**config.mk**
```make
export PLATFORM = sky130hd
export DESIGN_NAME = video_packet_decoder
export DESIGN_NICKNAME = d
export VERILOG_FILES = /design/src/rtl/video_packet_decoder_pkg.sv /design/src/rtl/video_packet_decoder_st_reg_slice.sv /design/src/rtl/video_packet_decoder.sv
export SDC_FILE = /design/constraint.sdc
export NUM_CORES = 1
export LEC_CHECK = 0
export ABC_AREA = 1
export CAP_MARGIN = 20
export CORE_UTILIZATION = 40
export DETAILED_ROUTE_END_ITERATION = 8
export MAX_ROUTING_LAYER = met4
export PLACE_DENSITY = 0.68
export SLEW_MARGIN = 30
export SYNTH_ARGS = -nofsm -noshare
export SYNTH_HDL_FRONTEND = slang
export SYNTH_SLANG_ARGS = --single-unit
export TNS_END_PERCENT = 5
```
**constraint.sdc**
```tcl
create_clock -name clk -period 8 [get_ports clk]
set_input_delay 1.2 -clock clk [delete_from_list [all_inputs] [get_ports clk]]
set_output_delay 1.2 -clock clk [all_outputs]
set_load 0.01 [all_outputs]
```
**src/rtl/video_packet_decoder_pkg.sv**
```systemverilog
// Shared encodings for the video packet decoder.
// Latency: n/a (types and constants only).
// Backpressure: n/a.
package video_pkt_pkg;

  // One-hot parser states.
  typedef enum logic [3:0] {
    ST_IDLE = 4'b0001,
    ST_HEAD = 4'b0010,
    ST_DATA = 4'b0100,
    ST_SKIP = 4'b1000
  } state_e;

  localparam logic [3:0] PKT_TYPE_VIDEO = 4'h0;
  localparam logic [3:0] PKT_TYPE_CTRL  = 4'hF;

  // Control payload is width(4) + height(4) + interlace(1) nibbles.
  localparam logic [3:0] CTRL_NIBBLES   = 4'd9;

endpackage

```
**src/rtl/video_packet_decoder_st_reg_slice.sv**
```systemverilog
// One-entry registered Avalon-ST stage carrying data, sop and eop.
// Latency: 1 cycle, full throughput when the sink keeps ready high.
// Backpressure: ready upstream = empty or being drained; a held beat is never dropped.
module st_reg_slice #(
  parameter int DW = 24
) (
  input  logic          clk,
  input  logic          rst,
  input  logic [DW-1:0] in_data_i,
  input  logic          in_valid_i,
  input  logic          in_sop_i,
  input  logic          in_eop_i,
  output logic          in_ready_o,
  output logic [DW-1:0] out_data_o,
  output logic          out_valid_o,
  output logic          out_sop_o,
  output logic          out_eop_o,
  input  logic          out_ready_i
);

  logic          vld_q;
  logic [DW-1:0] data_q;
  logic          sop_q;
  logic          eop_q;

  assign in_ready_o  = !vld_q || out_ready_i;
  assign out_valid_o = vld_q;
  assign out_data_o  = data_q;
  assign out_sop_o   = sop_q;
  assign out_eop_o   = eop_q;

  // Load a new beat whenever the register is free or being emptied this cycle.
  always_ff @(posedge clk) begin
    if (rst) begin
      vld_q  <= 1'b0;
      data_q <= '0;
      sop_q  <= 1'b0;
      eop_q  <= 1'b0;
    end else if (in_ready_o) begin
      vld_q <= in_valid_i;
      if (in_valid_i) begin
        data_q <= in_data_i;
        sop_q  <= in_sop_i;
        eop_q  <= in_eop_i;
      end
    end
  end

endmodule

```
**src/rtl/video_packet_decoder.sv**
```systemverilog
// Avalon-ST video packet parser: decodes control packets, forwards video pixels, checks frame size.
// Latency: 1 cycle from accepted pixel to dout; status pulses 1 cycle after the deciding beat.
// Backpressure: din_ready follows the output register only while in video data; otherwise always ready.
module video_packet_decoder
  import video_pkt_pkg::*;
#(
  parameter int COLOR_BITS   = 8,
  parameter int COLOR_PLANES = 3,
  parameter int DATA_WIDTH   = COLOR_BITS * COLOR_PLANES,
  parameter int TRUNCATE     = 1
) (
  input  logic                  clk,
  input  logic                  rst,
  input  logic [DATA_WIDTH-1:0] din_data,
  input  logic                  din_valid,
  input  logic                  din_startofpacket,
  input  logic                  din_endofpacket,
  output logic                  din_ready,
  output logic [DATA_WIDTH-1:0] dout_data,
  output logic                  dout_valid,
  output logic                  dout_startofpacket,
  output logic                  dout_endofpacket,
  input  logic                  dout_ready,
  output logic [15:0]           im_width,
  output logic [15:0]           im_height,
  output logic [3:0]            im_interlaced,
  output logic                  ctrl_valid,
  output logic                  frame_done,
  output logic                  frame_short,
  output logic                  frame_long,
  output logic                  pkt_error
);

  state_e      state_q, state_d;
  logic [35:0] hdr_q, hdr_d;
  logic [3:0]  nib_cnt_q, nib_cnt_d;
  logic [31:0] pix_cnt_q, pix_cnt_d, pix_cnt_inc;
  logic [31:0] expected_q, expected_d;
  logic [15:0] width_q, width_d, height_q, height_d;
  logic [3:0]  il_q, il_d;
  logic        first_q, first_d;
  logic        long_pend_q, long_pend_d;
  logic        have_ctrl_q, have_ctrl_d;
  logic        ctrl_valid_q, ctrl_valid_d;
  logic        frame_done_q, frame_done_d;
  logic        short_q, short_d;
  logic        long_q, long_d;
  logic        pkt_error_q, pkt_error_d;
  logic        pix_vld, pix_eop, pix_rdy, trunc, checks_on, beat_acc;
  logic [3:0]  pkt_type;

  assign din_ready     = (state_q == ST_DATA) ? pix_rdy : 1'b1;
  assign beat_acc      = din_valid && din_ready;
  assign pkt_type      = din_data[3:0];
  assign im_width      = width_q;
  assign im_height     = height_q;
  assign im_interlaced = il_q;
  assign ctrl_valid    = ctrl_valid_q;
  assign frame_done    = frame_done_q;
  assign frame_short   = short_q;
  assign frame_long    = long_q;
  assign pkt_error     = pkt_error_q;

  // Parser next-state, header accumulation, pixel counting and per-frame status.
  always_comb begin
    state_d      = state_q;
    hdr_d        = hdr_q;
    nib_cnt_d    = nib_cnt_q;
    pix_cnt_d    = pix_cnt_q;
    expected_d   = expected_q;
    width_d      = width_q;
    height_d     = height_q;
    il_d         = il_q;
    first_d      = first_q;
    long_pend_d  = long_pend_q;
    have_ctrl_d  = have_ctrl_q;
    ctrl_valid_d = 1'b0;
    frame_done_d = 1'b0;
    short_d      = 1'b0;
    long_d       = 1'b0;
    pkt_error_d  = 1'b0;
    pix_vld      = 1'b0;
    pix_eop      = 1'b0;
    pix_cnt_inc  = pix_cnt_q + 32'd1;
    // Size checks only mean something once a non-empty frame size is known.
    checks_on    = have_ctrl_q && (expected_q != 32'd0);
    trunc        = (TRUNCATE != 0) && checks_on && (pix_cnt_inc == expected_q);

    if (beat_acc) begin
      if (din_startofpacket) begin
        // A sop always restarts parsing; an unfinished packet is abandoned without an eop.
        if (state_q != ST_IDLE) pkt_error_d = 1'b1;
        long_pend_d = 1'b0;
        state_d     = ST_IDLE;
        if (din_endofpacket) begin
          if (pkt_type == PKT_TYPE_VIDEO) begin
            frame_done_d = 1'b1;
            short_d      = checks_on;
          end else if (pkt_type == PKT_TYPE_CTRL) begin
            pkt_error_d = 1'b1;
          end
        end else if (pkt_type == PKT_TYPE_VIDEO) begin
          state_d   = ST_DATA;
          pix_cnt_d = '0;
          first_d   = 1'b1;
        end else if (pkt_type == PKT_TYPE_CTRL) begin
          state_d   = ST_HEAD;
          hdr_d     = '0;
          nib_cnt_d = '0;
        end else begin
          state_d = ST_SKIP;
        end
      end else begin
        case (state_q)
          ST_HEAD: begin
            for (int k = 0; k < COLOR_PLANES; k++) begin
              if (nib_cnt_d < CTRL_NIBBLES) begin
                hdr_d     = {hdr_d[31:0], din_data[k*COLOR_BITS +: 4]};
                nib_cnt_d = nib_cnt_d + 4'd1;
              end
            end
            if ((nib_cnt_q < CTRL_NIBBLES) && (nib_cnt_d == CTRL_NIBBLES)) begin
              width_d      = hdr_d[35:20];
              height_d     = hdr_d[19:4];
              il_d         = hdr_d[3:0];
              expected_d   = {16'd0, hdr_d[35:20]} * {16'd0, hdr_d[19:4]};
              have_ctrl_d  = 1'b1;
              ctrl_valid_d = 1'b1;
            end
            if (din_endofpacket) begin
              state_d = ST_IDLE;
              if (nib_cnt_d != CTRL_NIBBLES) pkt_error_d = 1'b1;
            end
          end
          ST_DATA: begin
            pix_vld   = 1'b1;
            pix_eop   = din_endofpacket || trunc;
            pix_cnt_d = pix_cnt_inc;
            first_d   = 1'b0;
            if (din_endofpacket) begin
              state_d      = ST_IDLE;
              frame_done_d = 1'b1;
              short_d      = checks_on && (pix_cnt_inc < expected_q);
              long_d       = checks_on && (pix_cnt_inc > expected_q);
            end else if (trunc) begin
              // Frame already closed downstream; drop the tail and report at its eop.
              state_d     = ST_SKIP;
              long_pend_d = 1'b1;
            end
          end
          ST_SKIP: begin
            if (din_endofpacket) begin
              state_d      = ST_IDLE;
              frame_done_d = long_pend_q;
              long_d       = long_pend_q;
              long_pend_d  = 1'b0;
            end
          end
          default: ;
        endcase
      end
    end
  end

  // Parser state, committed control values and registered status pulses.
  always_ff @(posedge clk) begin
    if (rst) begin
      state_q      <= ST_IDLE;
      hdr_q        <= '0;
      nib_cnt_q    <= '0;
      pix_cnt_q    <= '0;
      expected_q   <= '0;
      width_q      <= '0;
      height_q     <= '0;
      il_q         <= '0;
      first_q      <= 1'b0;
      long_pend_q  <= 1'b0;
      have_ctrl_q  <= 1'b0;
      ctrl_valid_q <= 1'b0;
      frame_done_q <= 1'b0;
      short_q      <= 1'b0;
      long_q       <= 1'b0;
      pkt_error_q  <= 1'b0;
    end else begin
      state_q      <= state_d;
      hdr_q        <= hdr_d;
      nib_cnt_q    <= nib_cnt_d;
      pix_cnt_q    <= pix_cnt_d;
      expected_q   <= expected_d;
      width_q      <= width_d;
      height_q     <= height_d;
      il_q         <= il_d;
      first_q      <= first_d;
      long_pend_q  <= long_pend_d;
      have_ctrl_q  <= have_ctrl_d;
      ctrl_valid_q <= ctrl_valid_d;
      frame_done_q <= frame_done_d;
      short_q      <= short_d;
      long_q       <= long_d;
      pkt_error_q  <= pkt_error_d;
    end
  end

  st_reg_slice #(.DW(DATA_WIDTH)) u_out (
    .clk         (clk),
    .rst         (rst),
    .in_data_i   (din_data),
    .in_valid_i  (pix_vld),
    .in_sop_i    (first_q),
    .in_eop_i    (pix_eop),
    .in_ready_o  (pix_rdy),
    .out_data_o  (dout_data),
    .out_valid_o (dout_valid),
    .out_sop_o   (dout_startofpacket),
    .out_eop_o   (dout_endofpacket),
    .out_ready_i (dout_ready)
  );

endmodule

```
After elaboration in Yosys (flattened, before gate mapping)
Cells that the tools add are included.
W data, S select, Z words.
Cells by class
  add/subtract/negate cells: 4
  multipliers: 1
  order comparisons: 5
  equality and inequality tests: 17
  mux-type cells: 78
  bitwise logic cells: 3
  reductions and logical operators: 25
Operators by type and width (number)
  $mux W36: 11
  $mux W32: 4
  $mux W4: 24
  $mux W1: 35
  $add A32 B1 Y32 const B: 1
  $eq A32 B32 Y1: 1
  $gt A32 B32 Y1: 1
  $lt A32 B32 Y1: 1
  $mul A16 B16 Y32: 1
  $reduce_bool A32 Y1: 1
  $add A4 B1 Y4 const B: 3
  $eq A4 B4 Y1 const B: 3
  $lt A4 B4 Y1 const B: 3
  $reduce_and A4 Y1: 3
  $reduce_and A5 Y1: 2
  $ne A3 B3 Y1 const B: 3
  $ne A4 B4 Y1 const B: 2
  $pmux W4 S2: 1
  $logic_and A1 B1 Y1: 6
  $pmux W1 S2: 3
  $reduce_bool A3 Y1: 2
  $eq A4 B2 Y1 const B: 1
  $eq A4 B3 Y1 const B: 1
  $logic_not A4 Y1: 1
  other kinds (12): 19
Storage, ports and cells
  register bits: 179
  input bits: 30
  output and inout bits: 69
  logic and storage cells: 153

Depth between registers and ports, before layout
Gate-level depths: netlist of the first run.
  depth after elaboration: 20
  depth in mapped cells: 45
  depth with buffers taken out: 42

Hierarchy
From an unflattened synthesis of the first run, not the netlist that was laid out.
Second synthesis, totals
  cells, all modules: 2792
  area, all modules: 19282.2 um2
Modules (own cells, without submodules)
  video_packet_decoder: instances 1, cells each 2617, area each 18011.0 um2, sequential area each 3042.9 um2
  st_reg_slice: instances 1, cells each 175, area each 1271.2 um2, sequential area each 540.5 um2

Worst setup path before layout of the first run
Ideal clock, no wire load.
  path type: register to register
  start: register nib_cnt_q[0]
  end: register expected_q[29]
  setup time: 0.112 ns
  arrival time: 6.930 ns
  required time: 7.888 ns
  path slack: 0.958 ns
  stages on the path, launching flop included: 40
  buffers on the path: 4
  clock period less this slack: 7.042 ns
  path through: dfxtp_1 > inv_1 > ha_1 > nand2_2 > nand2_2 > buf_6 > o21ai_4 > inv_1 > ha_1 > nand2_2 > nand2_2 > buf_4 > inv_2 > buf_2 > o21ai_0 > o21ai_2 > buf_2 > nor2_1 > [4 not listed] > fa_1 > inv_1 > fa_1 > inv_1 > fa_1 > inv_1 > ha_1 > nand2_1 > nor2_1 > nand3_1 > inv_1 > nand2_1 > o211ai_1 > nand2_1 > nand3_1 > nand2_1 > nor2_1 > nor2_1
Between the ends
  longest elaborated chain between the ends: 18
  elaborated cells on any way between the ends: 28
  those cells by class: add/sub: 3; mul: 1; order compare: 3; eq/ne: 1; mux: 18; reduce/logical: 2
RTL lines
  start: declaration: line video_packet_decoder.sv:36  | logic [3:0] nib_cnt_q, nib_cnt_d;
  start signal: assignment: line video_packet_decoder.sv:187  | nib_cnt_q <= nib_cnt_d;
  parallel branches: the longest is 18 deep, another holds $add A4 B1 Y4
  end signal: assignment: line video_packet_decoder.sv:189  | expected_q <= expected_d;
  end: declaration: line video_packet_decoder.sv:38  | logic [31:0] expected_q, expected_d;
Several ways; the timed one is not identified. The select of a mux whose other input is x is not followed.
A chain may end at the register's enable or synchronous reset.

Worst setup path after layout of the first run
  start: register nib_cnt_q[0]
  end: register expected_q[20]
The elaborated chain is that of the path after synthesis.

==> flow_metrics.py, run 1 <==
metrics = {
    "logic_synthesis": {
        "yosys.area_share.xor_xnor_pct": 2.515,
        "synth_fa_ha_area_share_pct": 30.17,
        "synthMuxAreaShare_pct": 0,
        "synth_cell_type_count": 46,
        "postSynth.topFlopCell": "dfxtp_1",
        "syn_avg_cell_area_um2": 6.948,
        "syn_area_um2": 18760,
        "synth-edff-count": 0,
        "dominant_combinational_cell_family_by_area_after_synthesis": "adder cells",
        "syn-instance-count": 2700,
        "synth-compound-area-share_pct": 10.26,
        "synth.yosys.seq_area_share_pct": 19.10,
        "yosys_register_bits": 179,
        "ys_warn_count": 0,
        "async_flop_share_pct": 0,
        "synth_simple_gate_area_share_pct": 24.28,
        "postSynthNetCount": 3066,
    },
    "timing": {
        "max-slew-margin-rel_pct": 35.44,
        "finalClockSkew_ps": 15.57,
        "timing.final.max_slew_violations": 0,
        "holdWs_ps": 467.2,
        "max_slew.worst_pin.slew_ps": 962.5,
        "timing.final.setup_violations": 0,
        "report.final.hold_viol_count": 0,
        "finalCriticalPeriod_ps": 7606,
        "fin_crit_sh_pct": 95.08,
        "timing.fmax_mhz": 131.5,
        "grt_setup_unrepaired": "yes",
    },
    "power_and_ir_drop": {
        "power.share.switching_pct": 26.72,
        "switching_power_mw": 0.4979,
        "p_comb_share_pct": 5.0,
        "vdd.ir_drop.worst_mv": 0.1562,
        "internal_power_mw": 1.366,
        "share_seq_of_total_power_pct": 48.0,
        "power.total_mw": 1.864,
        "leakage_nw": 10.38,
        "portion_of_total_power_attributed_to_the_clock_network_pct": 47.0,
        "power_per_cell_area_nw_per_um2": 88.16,
    },
    "placement": {
        "io_buffer_count": 98,
        "routabilityCongestion": 0.9451,
        "post-dp-hpwl_mm": 43.99,
    },
    "clocking": {
        "clock_latency_ps": 470,
        "cts_hold_repair.buffers": 0,
        "cts_max_path_bufs": 2,
        "tritoncts": "yes",
        "path_clk_slew_ps": 80,
        "ctsHtreeMaxLevel": 4,
        "root_buffer": "clkbuf_16",
        "numCtsBuffers": 17,
        "clock-sinks": 179,
    },
    "drt": {
        "postRouteWirelength_mm": 56.63,
        "first_pass_iters": 6,
        "via_per_inst": 5.079,
        "final_antenna_net_count": 0,
        "vias": 17220,
        "drcViolationCount": 0,
        "drt_iter0_markers": 1405,
        "wire_per_inst_um": 16.70,
    },
    "cells_and_area": {
        "area.growth.synth_to_final_pct": 12.69,
        "antenna-diode-count": 0,
        "final_common_cell": "nand2_1",
        "mostFrequentLayoutCells": "nand2_1, inv_1, nor2_1",
        "fillers": 4589,
        "num-nets-final": 3144,
        "layout-drive-gt1-share_pct": 6.664,
    },
    "floorplan": {
        "std_cell_rows": 78,
        "dieWidth_um": 218.6,
        "design.core.area_um2": 45770,
        "boundary_pins": 99,
        "initial_utilization_pct": 40.98,
        "fp.dieArea_um2": 47770,
        "die_height_um": 218.6,
    },
    "outcome": {
        "run_status": "complete, no violations",
    },
    "global_route": {
        "via_count_of_the_first_global_routing_pass": 17000,
        "grt_max_degree": 103,
        "antenna_found_initial": 0,
        "wire_length_of_the_first_global_routing_pass_mm": 90.34,
        "total_overflow_reported_by_the_global_router": 0,
        "grt_util_all_layers_pct": 24.84,
    },
    "run": {
        "max_cap_violations": 0,
    },
    "worst_setup_path": {
        "worstPathRequired_ps": 8360,
        "critical_path.endpoint_type": "register",
        "cp.arrival_ps": 7970,
        "worst_path_most_repeated_cell": "fa_1",
        "critical_path.slowest_cell": "fa_1",
        "path_class": "register to register",
        "crit_path_max_fanout": 10,
        "setup.worst_path.start_class": "register",
        "crit_path_max_incr_delay_ps": 570,
    },
    "hold_path": {
        "holdCritPathClass": "register to register",
    },
}
-- layout make-up --
| type | count | area, um^2 | share of cell area, % |
|---|---|---|---|
| inverter | 542 | 2054 | 9.719 |
| timing repair inverter | 1 | 5.005 | 0.02368 |
| tap | 600 | 750.7 | 3.551 |
| clock inverter | 15 | 163.9 | 0.7754 |
| clock buffer | 17 | 425.4 | 2.012 |
| multi-input combinational | 1875 | 12670 | 59.94 |
| timing repair buffer | 162 | 1484 | 7.020 |
| sequential | 179 | 3585 | 16.96 |
-- routing by layer --
| layer | up-vias | track usage [%] | share of wire [%] |
|---|---|---|---|
| li1 | 8367 | - | - |
| met1 | 8167 | 32.64 | 45 |
| met2 | 588 | 38.77 | 46 |
| met3 | 100 | 4.064 | 6.8 |
| met4 | 0 | 8.135 | 2.8 |
| met5 | - | - | 0 |
-- what timing repair did --
action,4_1_cts,5_1_grt
endpoints found under the setup margin,0,19
buffers inserted,0,6
resized for setup,0,31
-- Yosys cell counts (3+ instances only) --
cell type,count,area (um^2)
nand4_1,22,137.6
fa_1,194,3884
ha_1,142,1777
inv_2,20,75.07
o21ai_1,29,145.1
a21oi_2,7,61.31
o21a_1,6,45.04
nand3_1,54,270.3
nor4_1,9,56.30
inv_1,518,1944
nor2_2,4,25.02
nand3b_1,5,37.54
or2_2,5,31.28
nand3_2,5,50.05
clkbuf_1,47,176.4
nor3_1,29,145.1
buf_6,10,112.6
xnor2_1,18,157.7
a21oi_1,153,765.7
o211ai_1,15,112.6
nand2_1,682,2560
a21o_1,3,22.52
nor2_1,307,1152
dfxtp_1,179,3583
o21ai_2,7,61.31
nand2_2,10,62.56
buf_4,3,22.52
buf_2,43,215.2
o21ai_0,115,575.6
xor2_1,34,297.8
clkinv_1,4,15.01
-- state kept, by name (all words and copies together) (netlist names) --
register	count
expected_q	32
nib_cnt_q	4
im_interlaced	4
hdr_q	36
pix_cnt_q	32
im_width	16
state_q	4
have_ctrl_q	1
first_q	1
im_height	16
ctrl_valid	1
long_pend_q	1
u_out.out_sop_o	1
pkt_error	1
u_out.out_eop_o	1
frame_short	1
frame_long	1
u_out.out_valid_o	1
u_out.out_data_o	24
frame_done	1
-- worst paths after layout --
kind	start	to	slack (ps)	depth (start not counted)
worst min-delay path	hdr_q[24]	hdr_q[24]	470	2
worst max register to register	nib_cnt_q[0]	expected_q[20]	390	34
worst max-delay path	nib_cnt_q[0]	expected_q[20]	390	34
worst min register to register	hdr_q[24]	hdr_q[24]	470	2
-- through the flow --
| stage | cell area [um^2] | cells | setup slack (ps) | TNS (ps) | utilization [%] |
|---|---|---|---|---|---|
| 2_1_floorplan | 18760 | 2700 | 958.4 | 0 | - |
| 3_3_place_gp | 20420 | 3352 | 336.2 | 0 | 44.61 |
| 3_5_place_dp | 20420 | 3352 | 277.9 | 0 | 44.62 |
| 4_1_cts | 21010 | 3384 | 270.4 | 0 | 45.91 |
| 5_1_grt | 21140 | 3391 | -7.846 | -7.846 | 46.18 |
| 6_report | 21140 | 3391 | 393.6 | 0 | 46.18 |
-- cell families (layout without fill, tap and decap cells) --
family          Yosys count  in the layout
compound gates          350            350
xor+xnor                 53             53
flops                   179            179
simple gates           1136           1136
fa+ha+maj               336            336
buf+inv                 646            737
-- power by group through the flow --
| stage | logic, mW | registers (mW) | clock network (mW) |
|---|---|---|---|
| 5_1_grt | 0.100 | 0.894 | 0.925 |
| 2_1_floorplan | 0.0482 | 0.914 | 0 |
| 3_5_place_dp | 0.0911 | 0.915 | 0 |
| 3_3_place_gp | 0.0902 | 0.915 | 0 |
| 4_1_cts | 0.0914 | 0.894 | 0.891 |
| 6_report | 0.0935 | 0.894 | 0.876 |
-- worst max-delay path, delay by kind of cell, from the launching register on --
kind	cells	cell delay (ps)
and+or+nand+nor	9	1100
DFF	1	350
adders and majority gates	9	3820
xor gates and xnor gates	1	160
AOI/OAI and AO/OA	7	1190
buffers and inverters	8	920
Note: power is estimated with default switching activity, not from simulation.
==> run 2, diff against run 1 <==
--- a/config.mk
+++ b/config.mk
@@ -8,9 +8,10 @@
 export ABC_AREA = 1
 export CAP_MARGIN = 20
 export CORE_UTILIZATION = 40
+export CTS_BUF_LIST = sky130_fd_sc_hd__clkbuf_4 sky130_fd_sc_hd__clkbuf_8
 export DETAILED_ROUTE_END_ITERATION = 8
 export MAX_ROUTING_LAYER = met4
-export PLACE_DENSITY = 0.68
+export PLACE_DENSITY = 0.7
 export SLEW_MARGIN = 30
 export SYNTH_ARGS = -nofsm -noshare
 export SYNTH_HDL_FRONTEND = slang
==> constraint.sdc (replaced) <==
create_clock -name clk -period 6.9 [get_ports clk]
set_input_delay 1.035 -clock clk [delete_from_list [all_inputs] [get_ports clk]]
set_output_delay 1.035 -clock clk [all_outputs]
set_load 0.01 [all_outputs]
==> flow_metrics.py, run 2 (same netlist as run 1, synthesis figures left out) <==
metrics = {
    "drt": {
        "vias": 17900,
        "final_antenna_net_count": 0,
        "drcViolationCount": 0,
        "first_pass_iters": 6,
        "drt_iter0_markers": 1507,
        "postRouteWirelength_mm": 57.71,
        "via_per_inst": 4.938,
        "wire_per_inst_um": 15.92,
    },
    "cells_and_area": {
        "area.growth.synth_to_final_pct": 26.74,
        "final_common_cell": "nand2_1",
        "seqCellArea_um2": 3586,
        "fillers": 4300,
        "registers.top_by_ff_count": "hdr_q",
        "multi_input_comb_area_um2": 13370,
        "largest_registers": "hdr_q x36, expected_q x32, pix_cnt_q x32",
        "antenna-diode-count": 0,
        "largest_register_ffs": 36,
        "mostFrequentLayoutCells": "nand2_1, inv_1, nor2_1",
        "finish.instance_area_um2": 23780,
        "finish.cell_count_without_fillers": 3624,
        "num-nets-final": 3377,
        "layout-drive-gt1-share_pct": 18.02,
    },
    "worst_setup_path": {
        "worstPathRequired_ps": 7300,
        "critical_path.endpoint_type": "register",
        "path_class": "register to register",
        "cp.arrival_ps": 7240,
        "crit_path_max_fanout": 7,
        "crit_path_max_incr_delay_ps": 570,
        "critical_path.slowest_cell": "fa_1",
        "setup.worst_path.start_class": "register",
    },
    "global_route": {
        "total_overflow_reported_by_the_global_router": 0,
        "grt_max_degree": 97,
        "wire_length_of_the_first_global_routing_pass_mm": 89.64,
        "via_count_of_the_first_global_routing_pass": 16730,
        "grt_util_all_layers_pct": 24.63,
        "antenna_found_initial": 1,
    },
    "clocking": {
        "path_clk_slew_ps": 120,
        "ctsHtreeMaxLevel": 4,
        "clock_latency_ps": 530,
        "cts_max_path_bufs": 2,
        "cts_hold_repair.buffers": 0,
        "tritoncts": "yes",
        "root_buffer": "clkbuf_8",
        "numCtsBuffers": 17,
        "clock-sinks": 179,
    },
    "floorplan": {
        "initial_utilization_pct": 40.98,
        "dieWidth_um": 218.6,
        "std_cell_rows": 78,
        "design.core.area_um2": 45770,
        "fp.dieArea_um2": 47770,
        "die_height_um": 218.6,
        "boundary_pins": 99,
    },
    "power_and_ir_drop": {
        "p_comb_share_pct": 6.7,
        "leakage_nw": 11.73,
        "internal_power_mw": 1.359,
        "power_per_cell_area_nw_per_um2": 80.78,
        "switching_power_mw": 0.5614,
        "share_seq_of_total_power_pct": 54.0,
        "portion_of_total_power_attributed_to_the_clock_network_pct": 39.3,
        "power.share.switching_pct": 29.23,
        "power.total_mw": 1.921,
        "vdd.ir_drop.worst_mv": 0.1067,
    },
    "placement": {
        "preCtsSetupSlack_ps": -351.6,
        "post-dp-hpwl_mm": 44.74,
        "routabilityCongestion": 0.9446,
        "placedCellCount": 3565,
        "placedInstanceArea_um2": 22250,
        "io_buffer_count": 98,
    },
    "timing": {
        "fin_crit_sh_pct": 99.16,
        "finalClockSkew_ps": 32.42,
        "report.final.hold_viol_count": 0,
        "timing.final.max_slew_violations": 0,
        "finalCriticalPeriod_ps": 6842,
        "max-slew-margin-rel_pct": 34.44,
        "timing.fmax_mhz": 146.2,
        "setup-tns-final_ps": 0,
        "max_slew.worst_pin.slew_ps": 983.4,
        "final.setup.worst_slack_ps": 57.86,
        "grt_setup_unrepaired": "yes",
        "timing.final.setup_violations": 0,
    },
    "run": {
        "max_cap_violations": 0,
    },
    "hold_path": {
        "holdCritPathClass": "register to register",
    },
    "outcome": {
        "run_status": "complete, no violations",
    },
}
## run 2: per-stage QoR
| step | util (%) | hold slack (ps) |
|---|---|---|
| floorplan | - | 441.0 |
| global placement | 48.52 | 451.7 |
| detailed placement | 48.61 | 454.9 |
| CTS | 49.89 | 473.1 |
| global route | 51.94 | 489.1 |
| finish | 51.94 | 469.5 |
## run 2: final timing paths
check / startpoint / endpoint / slack (ps) / depth (start not counted)
setup reg to reg: nib_cnt_q[0] / expected_q[31] / 60 / 37
setup / recovery: nib_cnt_q[0] / expected_q[31] / 60 / 37
hold reg to reg: state_q[2] / state_q[2] / 470 / 2
hold / removal: state_q[2] / state_q[2] / 470 / 2
## run 2: critical path: cells and delay by family, from the launching register on
family	cells	cell delay [ps]
compound gates	3	520
simple gates	14	1250
flops	1	360
buf+inv	11	940
fa+ha+maj	9	3630
## run 2: repair_timing
item | 4_1_cts | 5_1_grt
resized for setup | 37 | 201
setup buffers | 6 | 16
endpoints found under the setup margin | 20 | 21
cloned | 1 | 4
pin swaps | 5 | 70
## run 2: cell type report
cell class	count	area share, %
clock buffers	17	0.9841
repair inverters	1	0.02105
clock inverters	15	0.6841
inverters	542	8.631
well taps	600	3.158
flip-flops and latches	179	15.08
repair buffers	395	15.20
multi-input cells	1875	56.24
## run 2: routing by layer
layer | wire [um] | GRT usage [%] | vias to the layer above
met1 | 25490 | 33.05 | 8353
met3 | 3506 | 3.076 | 99
met4 | 1814 | 7.483 | 0
met5 | 0 | - | -
li1 | - | - | 8828
met2 | 26900 | 38.58 | 617
## run 2: power groups by stage
stage               Sequential, mW  Combinational [mW]  Clock [mW]
floorplan                     1.06              0.0564           0
global placement              1.06               0.118           0
detailed placement            1.06               0.118           0
CTS                           1.04               0.121       0.770
global route                  1.04               0.137       0.818
finish                        1.04               0.129       0.755
==> run 3, diff against run 2 <==
--- a/config.mk
+++ b/config.mk
@@ -10,6 +10,7 @@
 export CORE_UTILIZATION = 40
 export CTS_BUF_LIST = sky130_fd_sc_hd__clkbuf_4 sky130_fd_sc_hd__clkbuf_8
 export DETAILED_ROUTE_END_ITERATION = 8
+export GPL_TIMING_DRIVEN = 0
 export MAX_ROUTING_LAYER = met4
 export PLACE_DENSITY = 0.7
 export SLEW_MARGIN = 30
==> flow_metrics.py, run 3 (same netlist as run 1, synthesis figures left out) <==
metrics = {
    "clocking": {
        "clock_latency_ps": 520,
        "path_clk_slew_ps": 110,
        "cts_hold_repair.buffers": 0,
        "clock-sinks": 179,
        "cts_max_path_bufs": 2,
        "root_buffer": "clkbuf_8",
        "numCtsBuffers": 17,
        "ctsHtreeMaxLevel": 4,
        "tritoncts": "yes",
    },
    "global_route": {
        "grt_util_all_layers_pct": 27.69,
        "wire_length_of_the_first_global_routing_pass_mm": 97.92,
        "via_count_of_the_first_global_routing_pass": 17230,
        "total_overflow_reported_by_the_global_router": 0,
        "grt_max_degree": 17,
        "antenna_found_initial": 0,
    },
    "drt": {
        "postRouteWirelength_mm": 64.09,
        "first_pass_iters": 7,
        "wire_per_inst_um": 18.11,
        "drt_iter0_markers": 1990,
        "drcViolationCount": 0,
        "vias": 18050,
        "final_antenna_net_count": 0,
        "via_per_inst": 5.101,
    },
    "worst_setup_path": {
        "cp.arrival_ps": 7570,
        "crit_path_max_incr_delay_ps": 580,
        "worst_path_most_repeated_cell": "fa_1",
        "r2r.worst_path.cells": 37,
        "setup.worst_path.start_class": "register",
        "r2r-end": "expected_q[29]",
        "crit_path_max_fanout": 10,
        "worst_r2r_startpoint": "nib_cnt_q[1]",
        "path_class": "register to register",
        "worstPathRequired_ps": 7350,
        "critical_path.endpoint_type": "register",
        "critical_path.slowest_cell": "fa_1",
        "rrSetupSlack_ps": -220,
    },
    "power_and_ir_drop": {
        "p_comb_share_pct": 7.0,
        "portion_of_total_power_attributed_to_the_clock_network_pct": 41.1,
        "share_seq_of_total_power_pct": 51.8,
        "vdd.ir_drop.worst_mv": 0.1065,
        "internal_power_mw": 1.461,
        "power_per_cell_area_nw_per_um2": 86.99,
        "switching_power_mw": 0.5380,
        "leakage_nw": 11.13,
        "power.share.switching_pct": 26.91,
    },
    "outcome": {
        "run_status": "finished with violations",
        "violations": "setup timing",
    },
    "cells_and_area": {
        "mostFrequentLayoutCells": "nand2_1, inv_1, nor2_1",
        "registers.top_by_ff_count": "hdr_q",
        "num-nets-final": 3291,
        "largest_register_ffs": 36,
        "final_common_cell": "nand2_1",
        "fillers": 4379,
        "largest_registers": "hdr_q x36, expected_q x32, pix_cnt_q x32",
        "layout-drive-gt1-share_pct": 14.43,
        "finish.cell_count_without_fillers": 3539,
        "area.growth.synth_to_final_pct": 22.51,
    },
    "placement": {
        "routabilityCongestion": 0.9956,
        "preCtsSetupSlack_ps": -1402,
        "placedCellCount": 3395,
        "post-dp-hpwl_mm": 47.60,
        "io_buffer_count": 95,
    },
    "run": {
        "max_cap_violations": 0,
    },
    "timing": {
        "setup-tns-final_ps": -1775,
        "report.final.hold_viol_count": 0,
        "max-slew-margin-rel_pct": 33.30,
        "timing.fmax_mhz": 140.5,
        "grt_setup_unrepaired": "yes",
        "max_slew.worst_pin.slew_ps": 1001,
        "finalCriticalPeriod_ps": 7115,
        "finalClockSkew_ps": 20.89,
        "final.setup.worst_slack_ps": -215.2,
        "timing.final.max_slew_violations": 0,
        "fin_crit_sh_pct": 103.1,
        "timing.final.setup_violations": 16,
    },
    "floorplan": {
        "initial_utilization_pct": 40.98,
        "fp.dieArea_um2": 47770,
        "design.core.area_um2": 45770,
        "dieWidth_um": 218.6,
        "boundary_pins": 99,
        "die_height_um": 218.6,
        "std_cell_rows": 78,
    },
    "hold_path": {
        "hold_path_end": "hdr_q[19]",
        "min_delay_path_depth": 2,
        "holdCritPathClass": "register to register",
        "hold_start": "hdr_q[19]",
    },
}
-- run 3: cell types whose count changed in the layout (fill, tap and decap cells not counted), moves of 12 or more --
cell      delta
nor2_2      -12
buf_12      -14
buf_2       +15
buf_4      -145
clkbuf_1    +40
-- run 3: power groups by stage --
stage | clock network, mW | registers [mW] | logic (mW)
6_report | 0.822 | 1.04 | 0.141
5_1_grt | 0.870 | 1.04 | 0.146
4_1_cts | 0.823 | 1.04 | 0.130
3_5_place_dp | 0 | 1.06 | 0.113
3_3_place_gp | 0 | 1.06 | 0.113
2_1_floorplan | 0 | 1.06 | 0.0564
-- run 3: per-stage QoR --
step / instance area [um^2] / utilization, % / hold slack [ps] / total power, mW
4_1_cts: 22620 / 49.41 / 469.2 / 1.989
5_1_grt: 22980 / 50.21 / 485.4 / 2.052
3_5_place_dp: 20480 / 44.75 / 455.8 / 1.173
3_3_place_gp: 20480 / 44.74 / 452.5 / 1.173
2_1_floorplan: 18770 / - / 441.0 / 1.117
6_report: 22980 / 50.21 / 475.6 / 1.999
-- run 3: routing by layer --
| layer | routed length [um] | GRT usage (%) | vias to the layer above |
|---|---|---|---|
| met4 | 2693 | 11.19 | 0 |
| met3 | 6309 | 6.068 | 183 |
| met2 | 27840 | 41.24 | 850 |
| met1 | 27250 | 36.24 | 8369 |
| li1 | - | - | 8650 |
| met5 | 0 | - | - |
-- run 3: worst max path at each step --
stage | startpoint | to | slack (ps) | cells past startpoint
2_1_floorplan | nib_cnt_q[1] | expected_q[29] | 1 | 42
6_report | nib_cnt_q[1] | expected_q[29] | -220 | 37
3_5_place_dp | nib_cnt_q[1] | expected_q[29] | -1400 | 41
5_1_grt | nib_cnt_q[1] | expected_q[29] | -500 | 38
4_1_cts | nib_cnt_q[0] | expected_q[27] | -110 | 38
3_3_place_gp | nib_cnt_q[1] | expected_q[27] | -1400 | 37
-- run 3: worst max-delay path, delay by kind of cell, from the launching register on --
| family | cells | cell delay, ps |
|---|---|---|
| adder cells (fa/ha/maj) | 9 | 3660 |
| buffers and inverters | 10 | 960 |
| AO/OA/AOI/OAI | 3 | 730 |
| XOR/XNOR | 1 | 160 |
| flip-flops | 1 | 380 |
| AND/OR/NAND/NOR | 14 | 1150 |
-- run 3: layout make-up --
cell class	count	area (um^2)	area share (%)
Multi-Input combinational cell	1875	13460	58.57
Inverter	542	2103	9.152
Tap cell	600	750.7	3.267
Buffer	101	723.2	3.147
Timing Repair inverter	1	7.507	0.03267
Antenna cell	1	2.502	0.01089
Clock inverter	13	171.4	0.7459
Sequential cell	179	3588	15.61
Timing Repair Buffer	208	1918	8.346
Clock buffer	19	255.2	1.111
-- run 3: repair_timing --
item                                    in CTS  in global routing
buffers inserted                            94                 17
pin swaps                                   57                 48
endpoints found under the setup margin      24                 22
gates cloned                                 3                  1
resized for setup                          264                 60
